File: config.mk
export PLATFORM = sky130hd
export DESIGN_NAME = serial_adder_flat
export DESIGN_NICKNAME = d
export VERILOG_FILES = /design/src/rtl/serial_adder_pkg.sv /design/src/rtl/serial_adder_if.sv /design/src/rtl/serial_adder_full_adder.sv /design/src/rtl/serial_adder.sv /design/src/flat_wrapper.sv
export SDC_FILE = /design/constraint.sdc
export NUM_CORES = 1
export LEC_CHECK = 0
export BUFFER_PORTS_ARGS = -buffer_cell sky130_fd_sc_hd__buf_2
export CAP_MARGIN = 10
export CORE_MARGIN = 2
export CORE_UTILIZATION = 53
export DETAILED_ROUTE_END_ITERATION = 6
export MAX_ROUTING_LAYER = met4
export PLACE_DENSITY = 0.75
export RECOVER_POWER = 25
export SKIP_CTS_REPAIR_TIMING = 1
export SLEW_MARGIN = 20
export SYNTH_ARGS = -nofsm -noshare
export SYNTH_HDL_FRONTEND = slang
export SYNTH_SLANG_ARGS = --single-unit
File: constraint.sdc
create_clock -name clk -period 1.61 [get_ports clk]
set_input_delay 0 -clock clk [delete_from_list [all_inputs] [get_ports clk]]
set_output_delay 0 -clock clk [all_outputs]
set_load 0.01 [all_outputs]
File: src/rtl/serial_adder_pkg.sv
// Shared types and constants for the bit-serial adder.
package serial_adder_pkg;

  localparam int DEFAULT_WIDTH = 8;

  typedef enum logic [1:0] {
    IDLE = 2'b00,
    RUN  = 2'b01,
    DONE = 2'b10
  } state_t;

endpackage

File: src/rtl/serial_adder_if.sv
// Operand/result handshake bundle for serial_adder.
interface serial_adder_if import serial_adder_pkg::*; #(
  parameter int WIDTH = DEFAULT_WIDTH
);
  logic             in_valid;
  logic             in_ready;
  logic [WIDTH-1:0] A;
  logic [WIDTH-1:0] B;
  logic             Cin;
  logic             out_valid;
  logic             out_ready;
  logic [WIDTH-1:0] S;
  logic             Cout;

  modport master (
    output in_valid, A, B, Cin, out_ready,
    input  in_ready, out_valid, S, Cout
  );

  modport slave (
    input  in_valid, A, B, Cin, out_ready,
    output in_ready, out_valid, S, Cout
  );
endinterface

File: src/rtl/serial_adder_full_adder.sv
// One-bit full adder built from gate primitives.
module full_adder (
  input  wire a,
  input  wire b,
  input  wire cin,
  output wire s,
  output wire cout
);
  wire ab_x;
  wire ab_a;
  wire c_x;

  xor g_x0 (ab_x, a, b);
  xor g_x1 (s, ab_x, cin);
  and g_a0 (ab_a, a, b);
  and g_a1 (c_x, cin, ab_x);
  or  g_o0 (cout, ab_a, c_x);
endmodule

File: src/rtl/serial_adder.sv
// Bit-serial adder: LSB-first through one full-adder cell, one bit per clock.
module serial_adder import serial_adder_pkg::*; #(
  parameter int WIDTH = DEFAULT_WIDTH
) (
  input  logic          clk,
  input  logic          rst,
  serial_adder_if.slave bus
);
  localparam int CNT_W = $clog2(WIDTH);
  localparam logic [CNT_W-1:0] LAST = CNT_W'(WIDTH - 1);

  state_t           state;
  logic [WIDTH-1:0] a_sh;
  logic [WIDTH-1:0] b_sh;
  logic [WIDTH-1:0] s_q;
  logic             carry;
  logic             cout_q;
  logic             out_valid_q;
  logic [CNT_W-1:0] cnt;
  logic             fa_s;
  logic             fa_co;

  full_adder u_fa (
    .a    (a_sh[0]),
    .b    (b_sh[0]),
    .cin  (carry),
    .s    (fa_s),
    .cout (fa_co)
  );

  always_ff @(posedge clk or posedge rst) begin
    if (rst) begin
      state       <= IDLE;
      a_sh        <= '0;
      b_sh        <= '0;
      s_q         <= '0;
      carry       <= 1'b0;
      cout_q      <= 1'b0;
      out_valid_q <= 1'b0;
      cnt         <= '0;
    end else begin
      case (state)
        IDLE: begin
          if (bus.in_valid) begin
            a_sh  <= bus.A;
            b_sh  <= bus.B;
            carry <= bus.Cin;
            cnt   <= '0;
            state <= RUN;
          end
        end
        RUN: begin
          // Sum bits enter at the MSB so the LSB lands at bit 0 after WIDTH shifts.
          s_q   <= {fa_s, s_q[WIDTH-1:1]};
          a_sh  <= a_sh >> 1;
          b_sh  <= b_sh >> 1;
          carry <= fa_co;
          if (cnt == LAST) begin
            cnt         <= '0;
            cout_q      <= fa_co;
            out_valid_q <= 1'b1;
            state       <= DONE;
          end else begin
            cnt <= cnt + CNT_W'(1);
          end
        end
        DONE: begin
          if (bus.out_ready) begin
            out_valid_q <= 1'b0;
            state       <= IDLE;
          end
        end
        default: begin
          out_valid_q <= 1'b0;
          state       <= IDLE;
        end
      endcase
    end
  end

  assign bus.in_ready  = (state == IDLE);
  assign bus.out_valid = out_valid_q;
  assign bus.S         = s_q;
  assign bus.Cout      = cout_q;
endmodule
File: src/flat_wrapper.sv
// flat-port wrapper written by rule: the top's interface ports become plain ports
module serial_adder_flat import serial_adder_pkg::*;
#(
  parameter int WIDTH = DEFAULT_WIDTH
)
  (clk, rst, bus_in_valid, bus_A, bus_B, bus_Cin, bus_out_ready, bus_in_ready, bus_out_valid, bus_S, bus_Cout);
  serial_adder_if #(.WIDTH(WIDTH)) bus_i ();
  input  logic clk;
  input  logic rst;
  input wire logic [$bits(bus_i.in_valid)-1:0] bus_in_valid;
  input wire logic [$bits(bus_i.A)-1:0] bus_A;
  input wire logic [$bits(bus_i.B)-1:0] bus_B;
  input wire logic [$bits(bus_i.Cin)-1:0] bus_Cin;
  input wire logic [$bits(bus_i.out_ready)-1:0] bus_out_ready;
  output wire logic [$bits(bus_i.in_ready)-1:0] bus_in_ready;
  output wire logic [$bits(bus_i.out_valid)-1:0] bus_out_valid;
  output wire logic [$bits(bus_i.S)-1:0] bus_S;
  output wire logic [$bits(bus_i.Cout)-1:0] bus_Cout;
  assign bus_i.in_valid = bus_in_valid;
  assign bus_i.A = bus_A;
  assign bus_i.B = bus_B;
  assign bus_i.Cin = bus_Cin;
  assign bus_i.out_ready = bus_out_ready;
  assign bus_in_ready = bus_i.in_ready;
  assign bus_out_valid = bus_i.out_valid;
  assign bus_S = bus_i.S;
  assign bus_Cout = bus_i.Cout;
  serial_adder #(.WIDTH(WIDTH)) u_core (.clk(clk), .rst(rst), .bus(bus_i));
endmodule
==> results_dict.tcl <==
set metrics [dict create \
    crit_type "reg2out" \
    worst-slew-pin-transition_ns 0.765 \
    placed_area_um2 1730 \
    met3_length_um 151 \
    crit_arrival_ns 1.41 \
    n_antenna_cell 0 \
    yosys_warnings 0 \
    syn-instance-count 131 \
    slew_viol_final 0 \
    cts.sinks 32 \
    crit_end "bus_in_ready" \
    peakVddDrop_v 0.00145 \
    cp-startpoint "u_core.state[0]$_DFFE_PP0P_" \
    grt_max_degree 33 \
    cp_max_fo 27 \
    portBuffers 31 \
    synthXorXnorAreaFrac 0 \
    avgRoutedWirePerCell_um 14.1 \
    crit_chain "buf_12 > nor2_2 > buf_2" \
    route.detailed.drc 0 \
    die_height_um 57.6 \
    reg2reg_to "u_core.bus.Cout$_DFFE_PP0P_" \
    ys_ff_latch 32 \
    top_layer "met4" \
    cpPeakStageDelay_ns 0.46 \
    final_cell_area_um2 1870 \
    cts_max_level 2 \
    dp_hpwl_um 1920 \
    crit_slowest_cell "dfrtp_1" \
    clk_latency_ns 0.33 \
    drt_iter0_markers 29 \
    final_nets 194 \
    synth_area_um2 1520 \
    clockBufferDepth 2 \
    grt_pass1_wl_um 5150 \
    path_buf_inv 2 \
    yosys.area_share.simple 0.165 \
    status "complete, but fails checks" \
    cts_tree "done" \
    max_freq_ghz 0.709 \
    fp-row-count 19 \
    startpoint_type "flop" \
    grt_overflow_total 0 \
    ff_latch_area_um2 801 \
    met1_length_um 1340 \
    layout_common_cells "32 x dfrtp_1, 31 x buf_2, 17 x inv_1" \
    finalHoldViolCount 1 \
    finalSetupViolations 0 \
    grt_usage 0.209 \
    numCtsBuffers 5 \
    max_slew_margin 0.490 \
    antenna_found_initial 0 \
    period_needed_ns 1.41 \
    cts-root-buf "clkbuf_4" \
    clk_pin_slew_ns 0.10 \
    synth-compound-area-share 0.132 \
    synth_top_family_by_area "simple AND/OR/NAND/NOR gates" \
    pwr_density_cell_nw_per_um2 1900 \
    reg2reg_from "u_core.cnt[0]$_DFFE_PP0P_" \
    maxCapViolations 0 \
    worst-r2r-cell-count 4 \
    drtPass1Iterations 4 \
    place_congestion 0.768 \
    vias 1122 \
    syn2layout_area_growth_pct 22.4 \
    core_um2 2730 \
    rsz0062_at_grt "no" \
    die_w_um 57.6 \
    path_delay_family "flip-flops" \
    synthAdderAreaFrac 0.0296 \
    reg2reg_setup_slack_ns 0.25 \
    hold_slack_ns -0.0115 \
    end_kind "output pin" \
    hp-class "in2reg" \
    yosys_most_used_dff "dfrtp_1" \
    first_global_vias 1182 \
    yosysSeqAreaShare 0.525 \
    start_util 0.557 \
    synth_edf_count 0 \
    period_share 0.876 \
    layout_commonest_cell "dfrtp_1" \
    synth.distinct_cells 21 \
    dieArea_um2 3320 \
    dr_wl_met2_um 1290 \
    required_ns 1.61 \
    synth_area_per_cell_um2 11.6 \
    power_leakage_nw 0.870 \
    drive_gt1_frac 0.333 \
    final_antenna_net_count 0 \
    fill_cells 227 \
    fin_tns_setup_ns 0 \
    async_flop_share 1.00 \
    multi_input_area_um2 602 \
    path_depth 3 \
    synth.area.mux_share 0.0665 \
    io_pins 32 \
    totalWireLength_um 2850 \
    violations "negative hold slack" \
    detail_route.vias_per_cell 5.55 \
    synth_fp_nets 155 \
    finalClockSkew_ns 0.00869 \
]
==> synthesized netlist by cell type (3+ instances only) <==
cell type  instances  area, µm²
mux2_2             9        101
nor2b_1            4       25.0
clkbuf_1           6       22.5
a22o_1             4       35.0
nor4b_1           12        105
buf_2              3       15.0
dfrtp_1           32        801
nor3b_1           12       90.1
a211oi_1          12       90.1
a222oi_1           3       30.0
inv_1             17       63.8
nor2_1             3       11.3
==> how the worst min path moves through the flow <==
stage | start | end | slack (ns) | depth (start not counted)
floorplan | rst | u_core.a_sh[0]$_DFFE_PP0P_ | 0.12 | 1
global placement | rst | u_core.bus.out_valid$_DFFE_PP0P_ | 0.09 | 3
detailed placement | rst | u_core.bus.S[1]$_DFFE_PP0P_ | 0.10 | 3
CTS | rst | u_core.bus.out_valid$_DFFE_PP0P_ | -0.27 | 3
global route | bus_A[0] | u_core.a_sh[0]$_DFFE_PP0P_ | 0.004 | 3
finish | bus_Cin | u_core.carry$_DFFE_PP0P_ | -0.01 | 3
==> sequential cells by signal (all words and copies together), names as in the netlist <==
register	cells
u_core.a_sh	8
u_core.bus.out_valid	1
u_core.state	2
u_core.b_sh	8
u_core.bus.S	8
u_core.bus.Cout	1
u_core.cnt	3
u_core.carry	1
==> routing by layer <==
layer  vias to the layer above  GRT usage
li1                        552          -
met1                       532      0.251
met2                        31      0.333
met3                         7     0.0513
met4                         0     0.0997
met5                         -          -
==> stage by stage <==
step	utilization	power (W)	hold WS, ns	instances	setup WS [ns]
after floorplan	-	0.00247	0.116	131	0.299
after global placement	0.633	0.00281	0.0932	190	0.273
after detailed placement	0.633	0.00289	0.103	190	0.248
after CTS	0.668	0.00358	-0.267	198	0.0288
after global routing	0.682	0.00385	0.00446	202	0.103
final	0.682	0.00355	-0.0115	202	0.199
==> layout make-up <==
class	count	area share
sequential	32	0.429
multi-input combinational	71	0.323
timing repair buffer	43	0.142
clock buffer	7	0.0349
inverter	17	0.0342
tap	31	0.0208
clock inverter	1	0.0161
==> cell families after synthesis <==
group / count (synthesis)
buf+inv: 28
compound gates: 25
flops: 32
mux: 9
simple gates: 34
fa+ha+maj: 3
==> power breakdown <==
group / switching (W) / internal, W / total, W
clock network: 0.000268 / 0.000412 / 0.000680
registers: 0.000225 / 0.00119 / 0.00141
logic: 0.000696 / 0.000765 / 0.00146
==> worst register-to-register path: stages (launching register included) <==
cell      delay [ns]
dfrtp_1         0.41
ha_1            0.20
ha_1            0.22
nand3b_1        0.10
mux2_2          0.33
Power figures use the tool's default switching activity.
